--- src/rtl/fpu_addsub_pkg.sv ---
// Shared constants for the Add-Subt datapath.
// The optional subtract path is enabled by defining CSA_SUB_EN; it is left undefined by default.
package fpu_addsub_pkg;

    localparam int CSA_W_DEFAULT = 32;

    // Three W-bit operands sum to at most 3*(2^W-1), so two extra bits suffice.
    function automatic int csa_out_w(input int w);
        return w + 2;
    endfunction

endpackage

--- src/rtl/csa_row.sv ---
// Combinational row of 3:2 compressor cells: per-bit XOR sum and majority carry.
module csa_row #(
    parameter int W = 32
) (
    input  logic [W-1:0] a,
    input  logic [W-1:0] b,
    input  logic [W-1:0] c,
    output logic [W-1:0] sum,
    output logic [W-1:0] maj
);

    for (genvar i = 0; i < W; i++) begin : g_cell
        assign sum[i] = a[i] ^ b[i] ^ c[i];
        assign maj[i] = (a[i] & b[i]) | (a[i] & c[i]) | (b[i] & c[i]);
    end

endmodule

--- src/rtl/csa3_add_pipe.sv ---
// Two-stage three-operand adder (3:2 compress, then carry-propagate) with valid/ready backpressure.
// Define CSA_SUB_EN to add the op_sub_i port and compute A+B-C.
module csa3_add_pipe
    import fpu_addsub_pkg::*;
#(
    parameter  int W     = CSA_W_DEFAULT,
    localparam int OUT_W = csa_out_w(W)
) (
    input  logic             clk,
    input  logic             rst,
    input  logic             in_valid_i,
    output logic             in_ready_o,
    input  logic [W-1:0]     a_i,
    input  logic [W-1:0]     b_i,
    input  logic [W-1:0]     c_i,
`ifdef CSA_SUB_EN
    input  logic             op_sub_i,
`endif
    output logic             out_valid_o,
    input  logic             out_ready_i,
    output logic [OUT_W-1:0] result_o
);

    logic           s1_valid;
    logic [W-1:0]   sum_r;
    logic [W:0]     car_r;
    logic [W-1:0]   c_eff;
    logic [W-1:0]   sum_c;
    logic [W-1:0]   maj_c;
    logic           cin;
    logic           s2_adv;
    logic           accept;
    logic [OUT_W-1:0] fix;

`ifdef CSA_SUB_EN
    logic sub_r;
    // ~C is only W bits wide; the correction sign-extends it into the two top result bits.
    localparam logic [OUT_W-1:0] SUB_FIX = {2'b11, {W{1'b0}}};

    assign c_eff = op_sub_i ? ~c_i : c_i;
    assign cin   = op_sub_i;
    assign fix   = sub_r ? SUB_FIX : '0;
`else
    assign c_eff = c_i;
    assign cin   = 1'b0;
    assign fix   = '0;
`endif

    assign s2_adv     = !out_valid_o || out_ready_i;
    assign in_ready_o = !s1_valid || s2_adv;
    assign accept     = in_valid_i && in_ready_o;

    csa_row #(.W(W)) u_row (
        .a   (a_i),
        .b   (b_i),
        .c   (c_eff),
        .sum (sum_c),
        .maj (maj_c)
    );

    always_ff @(posedge clk) begin
        if (rst) begin
            s1_valid    <= 1'b0;
            sum_r       <= '0;
            car_r       <= '0;
            out_valid_o <= 1'b0;
            result_o    <= '0;
        end else begin
            if (accept) begin
                s1_valid <= 1'b1;
                sum_r    <= sum_c;
                car_r    <= {maj_c, cin};
            end else if (s2_adv) begin
                s1_valid <= 1'b0;
            end
            if (s2_adv) begin
                out_valid_o <= s1_valid;
                // Keep the last result visible while the output stage is empty.
                if (s1_valid)
                    result_o <= OUT_W'(sum_r) + OUT_W'(car_r) + fix;
            end
        end
    end

`ifdef CSA_SUB_EN
    always_ff @(posedge clk) begin
        if (rst)
            sub_r <= 1'b0;
        else if (accept)
            sub_r <= op_sub_i;
    end
`endif

endmodule

--- config.mk ---
export PLATFORM = sky130hd
export DESIGN_NAME = csa3_add_pipe
export DESIGN_NICKNAME = d
export VERILOG_FILES = /design/src/rtl/fpu_addsub_pkg.sv /design/src/rtl/csa_row.sv /design/src/rtl/csa3_add_pipe.sv
export SDC_FILE = /design/constraint.sdc
export NUM_CORES = 1
export LEC_CHECK = 0
export ABC_AREA = 1
export CAP_MARGIN = 20
export CORE_UTILIZATION = 52
export CTS_CLUSTER_DIAMETER = 50
export CTS_CLUSTER_SIZE = 8
export DETAILED_ROUTE_END_ITERATION = 6
export PLACE_DENSITY = 0.78
export SYNTH_ARGS = -nofsm -noshare
export SYNTH_HDL_FRONTEND = slang
export SYNTH_HIERARCHICAL = 1
export SYNTH_SLANG_ARGS = --single-unit
--- constraint.sdc ---
create_clock -name clk -period 2 [get_ports clk]
set_input_delay 0.4 -clock clk [delete_from_list [all_inputs] [get_ports clk]]
set_output_delay 0.4 -clock clk [all_outputs]
set_load 0.03 [all_outputs]
### Yosys cells after proc, flatten, opt, wreduce, memory -nomap -nowiden

Cells that the tools add are included.

* add/subtract/negate cells: 1
* $mul: 0
* div/mod/pow operators: 0
* order comparisons: 0
* equal/unequal tests: 0
* shift operators: 0
* multiplexer cells: 2
* bitwise operators: 224
* reduce and logical (&&, ||, !) cells: 7

Operators by type and width (number)
* AND 1 bit: 96
* OR 1 bit: 64
* bitwise XOR 1 bit: 64
* adder 32 x 33 -> 34 bit: 1
* zero test 1 bit: 2
* logical OR 1 bit: 2
* two-way mux 1 bit: 2
* AND reduction 2 bit: 1
* nonzero test 2 bit: 1
* logical AND 1 bit: 1

* bits in registers: 100
* latch bits: 0
* memory bits (writable): 0
* bits in read-only memories: 0
* input bits: 100
* output and inout bits: 36
* logic and storage cells: 239
* memories kept: 0

### Depth between registers and ports, before layout

* word-level depth: 5
* mapped depth: 15

### Hierarchy

Netlist, hierarchy kept.

By module, submodules not included
* csa3_add_pipe: instances 1, cells each 963, area an instance 5936.9 µm², sequential area each 2001.9 µm²
* csa_row: instances 1, cells each 32, area an instance 640.6 µm², sequential area each 0.0 µm²

### Worst setup path before layout

OpenSTA, ideal clock, no wires.

* path type: reg-to-reg
* start: reg sum_r[1]
* end: reg result_o[25]
* setup time: 0.109 ns
* data arrival time: 1.661 ns
* path slack: 0.230 ns
* stages on the path, launching flop included: 13
* path buffers: 0
* period minus slack after synthesis: 1.770 ns
* cells stage by stage: dfxtp_1 ha_1 fa_1 nand3_1 nand3_1 nand2_1 nand2_1 nand2_1 nand3_1 nand2_1 nand3_1 nand2_1 inv_1

* word-level cells in the longest chain between the ends: 1

Ends and longest elaborated chain
* start, declared: line csa3_add_pipe.sv:25 `logic [W-1:0] sum_r;`
* start signal, assigned: line csa3_add_pipe.sv:71 `sum_r <= sum_c;`
* adder 32 x 33 -> 34 bit: line csa3_add_pipe.sv:80 `result_o <= OUT_W'(sum_r) + OUT_W'(car_r) + fix;`
* end signal, assigned: line csa3_add_pipe.sv:80
* end, declared: line csa3_add_pipe.sv:21 `output logic [OUT_W-1:0] result_o`

Every way passes these cells.
A chain may end at the register's enable or synchronous reset.

### Final worst setup path

Same ends and word-level chain as after synthesis.

==> impl_metrics.ini <==
[status]
status = finished, final reports clean

[sta]
setup-violations-final = 0
fmax_ghz = 0.5417
finalCritPeriodShare_pct = 92.30
worst_pin_slew_ns = 0.3454
finalHoldViolCount = 0
max_slew_margin_pct = 76.90
whs_ns = 0.4878
slew_violations = 0
fin_crit_ns = 1.846
skew_ns = 0.007560
worst_slack_ns = 0.1541

[synthesis]
synth.avg_cell_area_sq_um = 6.611
synth_cells = 995
synth.cell_area_sq_mm = 0.006578
syn_nets = 1159
ys_ff_latch = 100
synthTopCellsByArea = dfxtp_1 30%, nor2_1 13%, nand2_1 13%, fa_1 10%, inv_1 8.1%
netlist.area_leader.share_pct = 30.44
asyncSetResetFlopFracSynth_pct = 0
yosys_most_used_dff = dfxtp_1
synth_common_cells = 231 x nor2_1, 223 x nand2_1, 142 x inv_1
yosys.area.top_type = dfxtp_1
ys_types = 29
synth_edf_count = 0
synth.most_common_cell = nor2_1
yosysWarnings = 6
yosysSeqAreaShare_pct = 30.44

[placement]
placed_cells = 1278
io_buffer_count = 135
post-place-ws_ns = 0.03658
gp_congestion = 0.8955
post-dp-hpwl_um = 12730

[routing]
vias = 6293
dr.pass1.iters = 5
post_drt_wl_per_cell_um = 12.51
post-route-drc-count = 0
drt_iter0_drc = 369
totalWireLength_um = 16140
via_per_inst = 4.875
drtAntennaViolNets = 0

[cts]
worstSkewPairLatency_ns = 0.35
cts_sinks = 100
clk_path_buf_depth = 2
cts_setup_buffers = 0
postCtsHoldBufs = 0
cts-root-buf = clkbuf_16
cts_max_level = 3
clkTransAtPathRegs_ns = 0.06
cts_buffers = 9
cts_tree = done

[setup_path]
crit_path_cell_trace = ha_4, fa_2, nand3_1, nand3_2, nand2_2, nand2_1, nand2_1, nand3_1, nand2_1, nand3_1, nand2_1, inv_1
slowest_stage = fa_2
worst_setup_path_end_kind = flop
slowest_delay_ns = 0.39
worstSetupStartpointType = flop
crit_fanout = 4
arrival_ns = 2.10
crit_top_cell = nand2_1
crit_required_ns = 2.25
critical_path_class = flop to flop

[finish]
fin_util_pct = 69.32
fin_nets = 1285
fin_cells = 1291
fillCellCount = 1075
n_antenna_cell = 0
area.growth.synth_to_final_pct = 28.17
drive_gt1_share_pct = 5.877

[grt]
grt_overflow = 0
grt_antenna_before_repair = 0
grt_pass1_wl_um = 27810
grt_pass1_vias = 5929
grt.total_usage_pct = 26.94
grt_max_degree = 64

[power_and_ir_drop]
ir_drop_mv = 0.3734
power_switching_mw = 1.715
pwr-share-seq_pct = 42.1
switching_share_pct = 31.93
leakage_nw = 4.227
p_int_mw = 3.657
powerDensity_mw_per_mm2 = 637.2
power.total_mw = 5.372
comb_power_share_pct = 29.8
p_clk_share_pct = 28.2

[min_path]
hold_path_class = flop to flop

[floorplan]
row_count = 40
dieHeight_um = 114.5
start_util_pct = 54.08
die_area_sq_mm = 0.01310
ios = 136
fp.dieW_um = 114.5
core_area_sq_mm = 0.01216

[run]
maxCapViolCount = 0
layer usage:
metal	wire length [um]	part of all wire, %	track usage, %	vias to the layer above
met2	7100	44	40.81	189
met3	948	5.9	3.917	22
met4	304	1.9	9.264	0
met5	0	0	0	-
li1	-	-	-	3296
met1	7790	48	39.25	2786
placed cells by master (no fill, tap or decap), drive strengths merged:
cell type	netlist	layout
a21o	1	1
a21oi	28	28
and2	1	1
buf	6	10
clkbuf	23	10
clkdlybuf4s50	0	134
clkinv	1	3
clkinvlp	0	1
dfxtp	100	100
fa	33	33
ha	31	31
inv	144	144
nand2	234	234
nand3	42	42
nand4	3	3
nor2	238	238
nor3	4	4
o21ai	88	88
o21bai	4	4
xnor2	1	1
xor2	13	13
final timing paths:
path | startpoint | to | slack [ns] | cells after the start
worst min-delay path | sum_r[19]$_SDFFE_PP0P_ | sum_r[19]$_SDFFE_PP0P_ | 0.49 | 2
worst max-delay path | sum_r[1]$_SDFFE_PP0P_ | result_o[25]$_SDFFE_PP0P_ | 0.15 | 12
worst min register to register | sum_r[19]$_SDFFE_PP0P_ | sum_r[19]$_SDFFE_PP0P_ | 0.49 | 2
worst max register to register | sum_r[1]$_SDFFE_PP0P_ | result_o[25]$_SDFFE_PP0P_ | 0.15 | 12
sequential cells by signal, summed over array words and instances (netlist names):
| signal | flops |
|---|---|
| car_r | 32 |
| result_o | 34 |
| sum_r | 32 |
| out_valid_o | 1 |
| s1_valid | 1 |
cell type report:
| cell class | instances | area, sq um | area share [%] |
|---|---|---|---|
| Clock buffer | 10 | 229.0 | 2.716 |
| Clock inverter | 3 | 17.52 | 0.2078 |
| Inverter | 145 | 544.3 | 6.456 |
| Multi-Input combinational cell | 721 | 3961 | 46.99 |
| Sequential cell | 100 | 2002 | 23.75 |
| Tap cell | 168 | 210.2 | 2.493 |
| Timing Repair Buffer | 144 | 1466 | 17.39 |
critical path, delay by kind of cell (launching register included):
family,cells,cell delay (ns)
adder cells (fa/ha/maj),2,0.58
flip-flops,1,0.34
AND/OR/NAND/NOR,9,0.80
buffers and inverters,1,0.03
power by group through the flow:
stage,registers (mW),clock network [mW],logic [mW]
global placement,2.29,0,1.54
floorplan,2.39,0,0.839
detailed placement,2.30,0,1.57
CTS,2.26,1.54,1.58
global route,2.28,1.61,1.80
finish,2.26,1.51,1.60
repair_timing:
item	4_1_cts	5_1_grt
endpoints found under the setup margin	0	15
endpoints found under the hold margin	0	0
resized for setup	0	14
logic make-up (layout without fill, tap and decap cells):
group           count (synthesis)  count (layout)  share of synthesized area [%]
fa+ha+maj                      64              64                          15.94
simple gates                  522             522                          32.11
buf+inv                       174             302                          10.08
flops                         100             100                          30.44
compound gates                121             121                          9.568
xor+xnor                       14              14                          1.864
through the flow:
step	instance area, sq um	setup TNS (ns)
after floorplan	6578	0
after global placement	8138	0
after detailed placement	8138	0
after CTS	8384	0
after global routing	8431	-0.01933
final	8431	0
No activity file was read; power rests on OpenSTA's default activity.
